<file path="src/rtl/pc_pkg.sv">
`default_nettype none
// ============================================================================
// Module   : pc_pkg
// Brief    : Operation encoding and helpers shared by the program-counter unit.
// Revision : 1.0
// ============================================================================
package pc_pkg;

  localparam logic [2:0] OP_INC  = 3'd0;
  localparam logic [2:0] OP_BR   = 3'd1;
  localparam logic [2:0] OP_JMP  = 3'd2;
  localparam logic [2:0] OP_CALL = 3'd3;
  localparam logic [2:0] OP_RET  = 3'd4;
  localparam logic [2:0] OP_HOLD = 3'd5;

  // Ceiling log2; a depth of 1 still yields a 1-bit pointer.
  function automatic int clog2(input int value);
    int r;
    r = 1;
    while ((1 << r) < value) r = r + 1;
    return r;
  endfunction

endpackage
`default_nettype wire

</file>
<file path="src/rtl/ras_stack.sv">
`default_nettype none
// ============================================================================
// Module   : ras_stack
// Brief    : Circular return-address stack; overflow overwrites the oldest entry.
// Revision : 1.0
// ============================================================================
module ras_stack
  import pc_pkg::*;
#(
  parameter int WIDTH = 32,
  parameter int DEPTH = 4
) (
  input  logic             clk,
  input  logic             clear_n,
  input  logic             push,
  input  logic             pop,
  input  logic [WIDTH-1:0] din,
  output logic [WIDTH-1:0] dout,
  output logic             empty,
  output logic             full,
  output logic             ovf_evt,
  output logic             unf_evt
);

  localparam int            PW      = clog2(DEPTH);
  localparam logic [PW:0]   C_DEPTH = DEPTH[PW:0];

  logic [WIDTH-1:0] r_mem [DEPTH];
  logic [PW-1:0]    r_ptr;
  logic [PW:0]      r_cnt;
  logic [PW-1:0]    w_wr_ptr;
  logic             w_do_pop;

  assign empty    = (r_cnt == '0);
  assign full     = (r_cnt == C_DEPTH);
  assign dout     = r_mem[r_ptr];
  assign w_wr_ptr = r_ptr + 1'b1;
  assign w_do_pop = pop & ~push & ~empty;
  assign ovf_evt  = push & full;
  assign unf_evt  = pop & ~push & empty;

  // A push while full still advances the pointer, so the oldest slot is reused.
  always_ff @(posedge clk or negedge clear_n) begin
    if (!clear_n) begin
      r_ptr <= '0;
      r_cnt <= '0;
    end else if (push) begin
      r_ptr <= w_wr_ptr;
      if (!full) r_cnt <= r_cnt + 1'b1;
    end else if (w_do_pop) begin
      r_ptr <= r_ptr - 1'b1;
      r_cnt <= r_cnt - 1'b1;
    end
  end

  always_ff @(posedge clk) begin
    if (push) r_mem[w_wr_ptr] <= din;
  end

endmodule
`default_nettype wire

</file>
<file path="src/rtl/pc_unit.sv">
`default_nettype none
// ============================================================================
// Module   : pc_unit
// Brief    : Program counter with increment, branch, jump, call/return and hold.
// Revision : 1.0
// ============================================================================
module pc_unit
  import pc_pkg::*;
#(
  parameter int                  PC_WIDTH  = 32,
  parameter int                  STEP      = 1,
  parameter logic [PC_WIDTH-1:0] RESET_PC  = '0,
  parameter int                  RAS_DEPTH = 4
) (
  input  logic                clk,
  input  logic                clear_n,
  input  logic                en,
  input  logic [2:0]          op,
  input  logic                cond,
  input  logic [PC_WIDTH-1:0] target,
  input  logic                clr_err,
  output logic [PC_WIDTH-1:0] pc,
  output logic [PC_WIDTH-1:0] pc_seq,
  output logic                ras_empty,
  output logic                ras_full,
  output logic                ras_ovf,
  output logic                ras_unf
);

  localparam logic [PC_WIDTH-1:0] C_STEP = PC_WIDTH'(STEP);

  logic [PC_WIDTH-1:0] r_pc;
  logic [PC_WIDTH-1:0] w_pc_next;
  logic [PC_WIDTH-1:0] w_ras_top;
  logic                w_push;
  logic                w_pop;
  logic                w_ovf_evt;
  logic                w_unf_evt;
  logic                r_ovf;
  logic                r_unf;

  assign pc     = r_pc;
  assign pc_seq = r_pc + C_STEP;
  assign w_push = en & (op == OP_CALL);
  assign w_pop  = en & (op == OP_RET);

  ras_stack #(
    .WIDTH (PC_WIDTH),
    .DEPTH (RAS_DEPTH)
  ) u_ras (
    .clk     (clk),
    .clear_n (clear_n),
    .push    (w_push),
    .pop     (w_pop),
    .din     (pc_seq),
    .dout    (w_ras_top),
    .empty   (ras_empty),
    .full    (ras_full),
    .ovf_evt (w_ovf_evt),
    .unf_evt (w_unf_evt)
  );

  // The branch offset is two's complement at full width, so a plain add covers both directions.
  always_comb begin
    w_pc_next = r_pc;
    if (en) begin
      case (op)
        OP_INC:  w_pc_next = pc_seq;
        OP_BR:   w_pc_next = cond ? (r_pc + target) : pc_seq;
        OP_JMP:  w_pc_next = target;
        OP_CALL: w_pc_next = target;
        OP_RET:  w_pc_next = ras_empty ? pc_seq : w_ras_top;
        default: w_pc_next = r_pc;
      endcase
    end
  end

  always_ff @(posedge clk or negedge clear_n) begin
    if (!clear_n) begin
      r_pc  <= RESET_PC;
      r_ovf <= 1'b0;
      r_unf <= 1'b0;
    end else begin
      r_pc  <= w_pc_next;
      r_ovf <= w_ovf_evt | (r_ovf & ~clr_err);
      r_unf <= w_unf_evt | (r_unf & ~clr_err);
    end
  end

  assign ras_ovf = r_ovf;
  assign ras_unf = r_unf;

endmodule
`default_nettype wire

</file>
<file path="config.mk">
export PLATFORM = sky130hd
export DESIGN_NAME = pc_unit
export DESIGN_NICKNAME = d
export VERILOG_FILES = /design/src/rtl/pc_pkg.sv /design/src/rtl/ras_stack.sv /design/src/rtl/pc_unit.sv
export SDC_FILE = /design/constraint.sdc
export NUM_CORES = 1
export LEC_CHECK = 0
export CORE_MARGIN = 2
export CORE_UTILIZATION = 40
export DETAILED_ROUTE_END_ITERATION = 8
export HOLD_SLACK_MARGIN = 0.08
export PLACE_DENSITY = 0.58
export SETUP_SLACK_MARGIN = 0.3
export SLEW_MARGIN = 20
export SYNTH_ARGS = -nofsm -noshare
export SYNTH_HDL_FRONTEND = slang
export SYNTH_SLANG_ARGS = --single-unit
</file>
<file path="constraint.sdc">
create_clock -name clk -period 5.9 [get_ports clk]
set_input_delay 1.18 -clock clk [delete_from_list [all_inputs] [get_ports clk]]
set_output_delay 1.18 -clock clk [all_outputs]
set_load 0.005 [all_outputs]
</file>
==> results.json, run 1 <==
{
  "outcome": "complete, no violations",
  "period_needed_ns": 4.662,
  "synth_nets": 885,
  "num_io_pins": 108,
  "wl_per_cell_um": 22.60,
  "synth.ff_latch_count": 167,
  "area_growth_pct": 20.07,
  "vias": 7230,
  "ir_drop_v": 0.0001957,
  "antenna_cells": 0,
  "cp.required_ns": 4.72,
  "holdCritPathClass": "register to register",
  "drive_above_1_share_pct": 11.12,
  "critPathMaxFanout": 8,
  "dp.final_hpwl_mm": 18.83,
  "crit_arrival_ns": 3.48,
  "slew_violations": 0,
  "hold_violations": 0,
  "relSlewSlack_pct": 29.57,
  "postRouteAntennaNets": 0,
  "grt_pass1_wl_mm": 42.33,
  "hp-start": "u_ras.r_cnt[2]",
  "crit_path_end_kind": "output pin",
  "grt_pass1_vias": 7168,
  "switching_share_pct": 37.04,
  "fp.dieW_um": 158.6,
  "clk_pin_slew_ns": 0.08,
  "power_density_mw_per_mm2": 410.6,
  "worst-slew-pin-transition_ns": 1.056,
  "grt_max_degree": 40,
  "gp_congestion": 0.8825,
  "synth_area_mm2": 0.009562,
  "grtUsageTotal_pct": 22.95,
  "finClkSkew_ns": 0.01838,
  "placed_cells": 1204,
  "cts_num_sinks": 167,
  "crit_chain": "ha_1 > nand4_1 > nor4_4 > nand2_2 > nor3_1 > xor2_1 > clkdlybuf4s50_1",
  "fp.dieH_um": 158.6,
  "ys.warnings.count": 0,
  "seqPwrFrac_pct": 36.8,
  "finalWirelength_mm": 27.94,
  "ys_seq_area_share_pct": 50.41,
  "synth_ff_type": "edfxtp_1",
  "ys_types": 76,
  "die_area_mm2": 0.02516,
  "combinationalPowerShare_pct": 40.0,
  "setup_violations": 0,
  "cts_setup_buffers": 0,
  "drv_cap": 0,
  "htreeDepth": 4,
  "rsz0062_at_grt": "false",
  "io_buffers": 107,
  "cts_resized": 0,
  "numCtsBuffers": 17,
  "crit_path_start_kind": "register",
  "cts_tree": "yes",
  "cpMaxStageDelayCell": "clkdlybuf4s50_1",
  "p_clk_share_pct": 23.3,
  "final_common_cell": "edfxtp_1",
  "p_sw_uw": 1746,
  "r2r-start": "pc[2]",
  "antenna_found_initial": 0,
  "fp.coreArea_mm2": 0.02347,
  "critPathBufInv": 1,
  "startpoint": "pc[1]",
  "firstDrtPassIters": 6,
  "cts-root-buf": "clkbuf_16",
  "clock_latency_ns": 0.44,
  "fmax_mhz": 214.5,
  "gr-total-overflow": 0,
  "drtIter0Drc": 498,
  "viasPerCell": 5.850,
  "drc": 0,
  "path_class": "register to output pin",
  "ys_async_sr_fraction_pct": 23.35,
  "worst_path_largest_cell_delay_ns": 0.60,
  "critPathTopFamily": "simple AND/OR/NAND/NOR gates",
  "netlist_instances": 807,
  "setup-tns-final_ns": 0,
  "num_rows": 56,
  "layout.nets": 982,
  "clk_path_buf_depth": 2,
  "fin_crit_sh_pct": 79.01,
  "start_util_pct": 40.74,
  "synth_area_per_cell_um2": 11.85,
  "ctsHoldBuffers": 0,
  "synth_edf_count": 128,
  "layout_common_cells": "128 x edfxtp_1, 106 x clkdlybuf4s50_1, 65 x nand2_1, 57 x a21oi_1, 56 x nor2_1",
  "p_leak_uw": 0.004070,
  "instances_no_fill": 1236,
  "p_int_uw": 2968
}
state kept, by name, indices dropped and copies added (netlist names):
register,cells
pc,32
ras_unf,1
ras_ovf,1
u_ras.r_ptr,2
u_ras.r_cnt,3
u_ras.r_mem,128
cell type report:
class,count,area (um^2)
clock buffer,20,456.7
clock inverter,12,107.6
fill,2126,11990
inverter,22,82.58
multi-input combinational,580,4481
sequential,167,4821
tap,319,399.1
timing repair buffer,116,1134
cells by family after synthesis:
kind of cell             synth area share [%]
adder cells (fa/ha/maj)                 5.130
AO/OA/AOI/OAI                           15.81
buffers and inverters                   2.840
AND/OR/NAND/NOR                         12.78
XOR/XNOR                                4.946
multiplexers                            8.087
flip-flops                              50.41
per-layer routing:
layer | share of wire (%) | vias to the layer above | track usage, %
li1 | - | 3355 | -
met1 | 45 | 3593 | 31.08
met2 | 48 | 244 | 37.27
met3 | 5.4 | 38 | 3.919
met4 | 2.4 | 0 | 8.280
met5 | 0 | - | 0
power by group through the flow:
stage	Sequential (uW)	Clock, uW	Combinational (uW)
detailed placement	1760	0	1880
floorplan	1630	0	1270
CTS	1740	1120	1890
global route	1760	1170	2060
finish	1730	1100	1880
global placement	1760	0	1880
metrics by stage:
step	worst slack (ns)	hold slack (ns)	area, um^2	util [%]	total power, uW
floorplan	2.732	0.4636	9562	-	2893
global placement	1.789	0.4773	10920	46.51	3640
detailed placement	1.671	0.4991	10920	46.51	3644
CTS	1.195	0.5099	11480	48.91	4747
global route	1.010	0.5278	11480	48.91	4984
finish	1.238	0.5121	11480	48.91	4714
synthesized netlist by cell type (all sizes together) (13+ instances only):
master	number	area (um^2)
inv	22	82.58
a21oi	57	285.3
xnor2	37	324.1
a221oi	18	157.7
and3	13	83.83
nand4	18	133.9
nand3	27	140.1
clkbuf	23	112.6
buf	15	76.32
ha	36	450.4
nand2	68	262.8
nor2	57	214.0
o21ai	27	146.4
edfxtp	128	3844
dfrtp	39	975.9
a221o	18	180.2
mux4	32	720.7
xor2	17	148.9
path summary, 6_finish.rpt:
| kind | endpoint | slack (ns) | cells past startpoint |
|---|---|---|---|
| min reg2reg | u_ras.r_cnt[2] | 0.51 | 1 |
| max reg2reg | pc[25] | 2.85 | 7 |
| min | u_ras.r_cnt[2] | 0.51 | 1 |
| max | pc_seq[24] | 1.24 | 7 |
| max in group asynchronous | u_ras.r_ptr[0] | 4.61 | 2 |
| min in group asynchronous | u_ras.r_cnt[2] | 0.84 | 2 |
No activity file was read; power rests on OpenSTA's default activity.
==> run 2, diff against run 1 <==
Settings changed: PLACE_DENSITY 0.58 to 0.6.
Clock period 5.9 ns to 4.1 ns, I/O delays scaled along.
==> run 2 against run 1 <==
- global-route usage grew 0.48 points
- via count grew 3.3%
- first-iteration DRC count grew 26%
- clock-buffer cell count shrank 3
- wire length grew 2.4%
- critical path depth is the same
- die area is the same
- combinational power grew 59%
- largest cell class unchanged
- sequential power grew 42%
- largest power group unchanged
- critical path type unchanged
- cell area grew 5.0%
==> results.json, run 2 (synthesis gave the netlist of run 1 again) <==
{
  "outcome": "complete, no violations",
  "postRouteAntennaNets": 0,
  "setup_violations": 0,
  "firstDrtPassIters": 5,
  "setup-tns-final_ns": 0,
  "layout_common_cells": "128 x edfxtp_1, 104 x clkdlybuf4s50_1, 65 x nand2_1, 57 x a21oi_1, 56 x nor2_1",
  "fp.coreArea_mm2": 0.02347,
  "cts-root-buf": "clkbuf_16",
  "instances_no_fill": 1277,
  "crit_chain": "nand4_1 > nor3_4 > buf_12 > and3_2 > nand4_1 > xnor2_2 > clkdlybuf4s50_1",
  "final_common_cell": "edfxtp_1",
  "viasPerCell": 5.846,
  "largest_reg_flops": 128,
  "gr-total-overflow": 0,
  "drive_above_1_share_pct": 18.16,
  "die_area_mm2": 0.02516,
  "fin_crit_sh_pct": 90.47,
  "numCtsBuffers": 17,
  "largest_register": "u_ras.r_mem",
  "grtUsageTotal_pct": 23.43,
  "drv_cap": 0,
  "placed_cells": 1230,
  "gp_congestion": 0.9201,
  "worst_path_largest_cell_delay_ns": 0.55,
  "cpMaxStageDelayCell": "clkdlybuf4s50_1",
  "p_leak_uw": 0.004380,
  "crit_path_end_kind": "output pin",
  "power_uw": 7118,
  "finClkSkew_ns": 0.01946,
  "period_needed_ns": 3.709,
  "clk_path_buf_depth": 2,
  "holdCritPathClass": "primary input to async pin",
  "grt_pass1_wl_mm": 43.21,
  "num_rows": 56,
  "wl_per_cell_um": 22.40,
  "critPathMaxFanout": 10,
  "antenna_found_initial": 0,
  "power_density_mw_per_mm2": 590.3,
  "drtIter0Drc": 627,
  "fp.dieW_um": 158.6,
  "worst-slew-pin-transition_ns": 0.7936,
  "slew_violations": 0,
  "cp_common_cell": "nand4_1",
  "htreeDepth": 4,
  "clock_latency_ns": 0.45,
  "fp.dieH_um": 158.6,
  "layout.nets": 1023,
  "dp.final_hpwl_mm": 20.20,
  "cts_num_sinks": 167,
  "area_growth_pct": 26.11,
  "ir_drop_v": 0.0003112,
  "hold_violations": 0,
  "cts_tree": "yes",
  "finalWirelength_mm": 28.60,
  "clk_pin_slew_ns": 0.07,
  "hold_ws_ns": 0.3743,
  "grt_max_degree": 33,
  "rsz0062_at_grt": "true",
  "path_class": "register to output pin",
  "drc": 0,
  "vias": 7465,
  "num_io_pins": 108,
  "fmax_mhz": 269.6,
  "grt_pass1_vias": 7215,
  "antenna_cells": 0,
  "start_util_pct": 40.74,
  "io_buffers": 107,
  "relSlewSlack_pct": 47.09,
  "post-route-util_pct": 51.37,
  "cp.required_ns": 3.28,
  "crit_path_start_kind": "register",
  "crit_arrival_ns": 2.89
}
==> run 2: cell types whose count changed in the layout (fill, tap and decap cells not counted), moves of 3 or more <==
cell / previous run / this run
buf_4: 9 / 44
dfrtp_1: 38 / 24
dfrtp_2: 1 / 15
xnor2_1: 37 / 28
xnor2_2: 0 / 9
buf_12: 0 / 6
clkinv_8: 0 / 6
clkinv_4: 4 / 1
nor3_1: 9 / 6
xor2_1: 17 / 14
xor2_2: 0 / 3
==> run 2: worst max-delay path: cells and delay by family (launching register included) <==
kind / cells / cell delay (ns)
buffers and inverters: 2 / 0.70
xor gates and xnor gates: 1 / 0.30
DFF: 1 / 0.49
and+or+nand+nor: 4 / 0.96
==> run 2: metal layers <==
layer	part of all wire [%]	global-route usage, %	wire length [um]
met4	2.5	7.422	708
met5	0	0	0
met3	5.9	4.137	1678
met2	47	37.77	13540
met1	44	32.29	12680
==> run 2: cell type report <==
type | instances | area (um^2)
clock inverters | 15 | 203.9
flip-flops and latches | 167 | 4838
fillers | 2090 | 11410
repair buffers | 157 | 1514
multi-input cells | 580 | 4594
clock buffers | 17 | 425.4
well taps | 319 | 399.1
inverters | 22 | 82.58
==> run 2: final timing paths <==
| path | end | cells past startpoint | startpoint | slack, ns |
|---|---|---|---|---|
| worst max register to register | pc[28] | 11 | pc[0] | 1.08 |
| min in group clk | u_ras.r_cnt[2] | 1 | u_ras.r_cnt[2] | 0.50 |
| worst max-delay path | pc_seq[29] | 7 | pc[11] | 0.39 |
| worst min-delay path | ras_unf | 1 | clear_n | 0.37 |
| worst min register to register | u_ras.r_cnt[2] | 1 | u_ras.r_cnt[2] | 0.50 |
| max in group asynchronous | pc[14] | 2 | clear_n | 2.93 |
==> run 2: per-stage QoR <==
| step | area [um^2] | setup slack (ns) |
|---|---|---|
| final | 12060 | 0.3907 |
| after global routing | 12060 | 0.2553 |
| after CTS | 11930 | 0.2179 |
| after detailed placement | 11170 | 0.3929 |
| after global placement | 11170 | 0.4596 |
| after floorplan | 9562 | 1.292 |
==> run 2: power by group <==
group	leakage, uW	internal [uW]	total [uW]	switching [uW]
Combinational	0.00250	1470	2980	1510
Sequential	0.00158	2130	2450	318
Clock	0.000301	886	1690	803
==> run 2: timing repair <==
item,CTS,global route
hold buffers,0,0
pin swaps,5,3
setup buffers,5,10
endpoints found under the setup margin,18,14
gates resized for setup,15,18
==> run 3, diff against run 2 <==
Settings changed: CORE_MARGIN 2 to 4, RECOVER_POWER set to 25.
==> run 3 against run 2 <==
- combinational power about the same
- cell count is 0.31% higher
- cell area decreased by 0.47%
- largest cell class unchanged
- non-clock buffer count up 4
- sequential power fell by 2%
- largest power group unchanged
- critical endpoint unchanged
- clock power is 3% lower
- critical path depth unchanged
- critical path type unchanged
- maximum frequency down 0.93%
- utilization shrank 0.24 points
- the flow now finishes with violations (capacitance limit, slew limit)
- register-to-register slack better by 0.07 ns
- wire length rose by 0.47%
- total power fell by 0.85%
==> results.json, run 3 (synthesis gave the netlist of run 1 again) <==
{
  "num_io_pins": 108,
  "layout_common_cells": "128 x edfxtp_1, 104 x clkdlybuf4s50_1, 64 x nand2_1, 57 x a21oi_1, 56 x nor2_1",
  "layout.nets": 1027,
  "violations": "capacitance limit, slew limit",
  "antenna_cells": 0,
  "worst-slew-pin-transition_ns": 1.537,
  "grt_pass1_wl_mm": 43.86,
  "relSlewSlack_pct": -2.449,
  "setup-tns-final_ns": 0,
  "fp.dieH_um": 162.6,
  "ir_drop_v": 0.0002837,
  "p_int_uw": 4486,
  "outcome": "finished, violations left",
  "switching_share_pct": 36.44,
  "critPathMaxFanout": 10,
  "area_growth_pct": 25.52,
  "antenna_found_initial": 0,
  "cts_tree": "yes",
  "setup_violations": 0,
  "power_density_mw_per_mm2": 588.0,
  "cts_num_sinks": 167,
  "clk_path_buf_depth": 2,
  "fmax_mhz": 267.1,
  "drc": 0,
  "slew_violations": 23,
  "clock_latency_ns": 0.43,
  "path_class": "register to output pin",
  "period_needed_ns": 3.744,
  "viasPerCell": 5.833,
  "post-route-util_pct": 51.13,
  "numCtsBuffers": 17,
  "gp_congestion": 0.9127,
  "cts-root-buf": "clkbuf_16",
  "p_leak_uw": 0.004356,
  "die_area_mm2": 0.02644,
  "hold_violations": 0,
  "cp.required_ns": 3.28,
  "crit_path_start_kind": "register",
  "drive_above_1_share_pct": 17.88,
  "firstDrtPassIters": 5,
  "p_sw_uw": 2572,
  "largest_register": "u_ras.r_mem",
  "postRouteAntennaNets": 0,
  "ctsHoldBuffers": 0,
  "gr-total-overflow": 0,
  "io_buffers": 107,
  "finClkSkew_ns": 0.01082,
  "crit_arrival_ns": 2.92,
  "p_clk_share_pct": 23.2,
  "combinationalPowerShare_pct": 42.6,
  "final_common_cell": "edfxtp_1",
  "finalWirelength_mm": 28.74,
  "num_rows": 56,
  "dp.final_hpwl_mm": 20.51,
  "vias": 7472,
  "seqPwrFrac_pct": 34.2,
  "fp.coreArea_mm2": 0.02347,
  "largest_reg_flops": 128,
  "htreeDepth": 4,
  "wl_per_cell_um": 22.43,
  "fp.dieW_um": 162.6,
  "grt_max_degree": 33,
  "grt_pass1_vias": 7253,
  "start_util_pct": 40.74,
  "drv_cap": 2,
  "rsz0062_at_grt": "true",
  "drtIter0Drc": 714,
  "fin_crit_sh_pct": 91.32,
  "clk_pin_slew_ns": 0.07,
  "holdCritPathClass": "register to register",
  "grtUsageTotal_pct": 21.82,
  "crit_path_end_kind": "output pin"
}
run 3: power by group through the flow:
stage	Combinational, uW	Clock, uW	Sequential [uW]
floorplan	1820	0	2340
global placement	2880	0	2440
detailed placement	2890	0	2450
CTS	2930	1660	2420
global route	3270	1750	2450
finish	3010	1640	2410
run 3: critical path: stages (launching register included):
cell	delay (ns)
dfrtp_2	0.49
nand4_4	0.17
nor3_1	0.33
buf_12	0.17
and3_2	0.20
nand4_1	0.23
xnor2_2	0.34
clkdlybuf4s50_1	0.56
run 3: area by class of cell:
type / instances / area [um^2]
clock inverters: 14 / 157.7
clock buffers: 18 / 439.2
flip-flops and latches: 167 / 4843
inverters: 22 / 82.58
well taps: 319 / 399.1
repair buffers: 161 / 1544
fillers: 2076 / 11470
multi-input cells: 580 / 4536
run 3: final timing paths:
check / end / slack [ns] / cells after the start / startpoint
worst max-delay path: pc_seq[29] / 0.36 / 7 / pc[5]
worst min-delay path: u_ras.r_cnt[2] / 0.49 / 1 / u_ras.r_cnt[2]
worst max register to register: pc[28] / 1.15 / 11 / pc[0]
worst min register to register: u_ras.r_cnt[2] / 0.49 / 1 / u_ras.r_cnt[2]
max in group asynchronous: pc[20] / 1.16 / 2 / clear_n
min in group asynchronous: ras_unf / 0.73 / 1 / clear_n
run 3: per-layer routing:
| metal | vias up | track usage (%) | wire length [um] |
|---|---|---|---|
| met1 | 3703 | 30.69 | 12580 |
| met3 | 48 | 4.353 | 1818 |
| met4 | 0 | 5.528 | 620 |
| met5 | - | 0 | 0 |
| li1 | 3444 | - | - |
| met2 | 277 | 35.05 | 13720 |
run 3: per-stage QoR:
stage	total power (uW)	hold slack [ns]	setup slack [ns]	instances	instance area (um^2)
2_1_floorplan	4164	0.4636	1.292	807	9562
4_1_cts	7006	0.3826	0.2244	1264	11840
3_3_place_gp	5323	0.4915	0.4645	1229	11170
3_5_place_dp	5334	0.4876	0.4331	1229	11170
5_1_grt	7469	0.5144	0.1718	1281	12000
6_report	7057	0.4881	0.3560	1281	12000
run 3: what timing repair did:
action	4_1_cts	5_1_grt
setup buffers	3	17
setup endpoints to repair	17	16
gates cloned	0	0
hold endpoints to repair	0	0
gates resized for setup	8	25
pin swaps	4	5
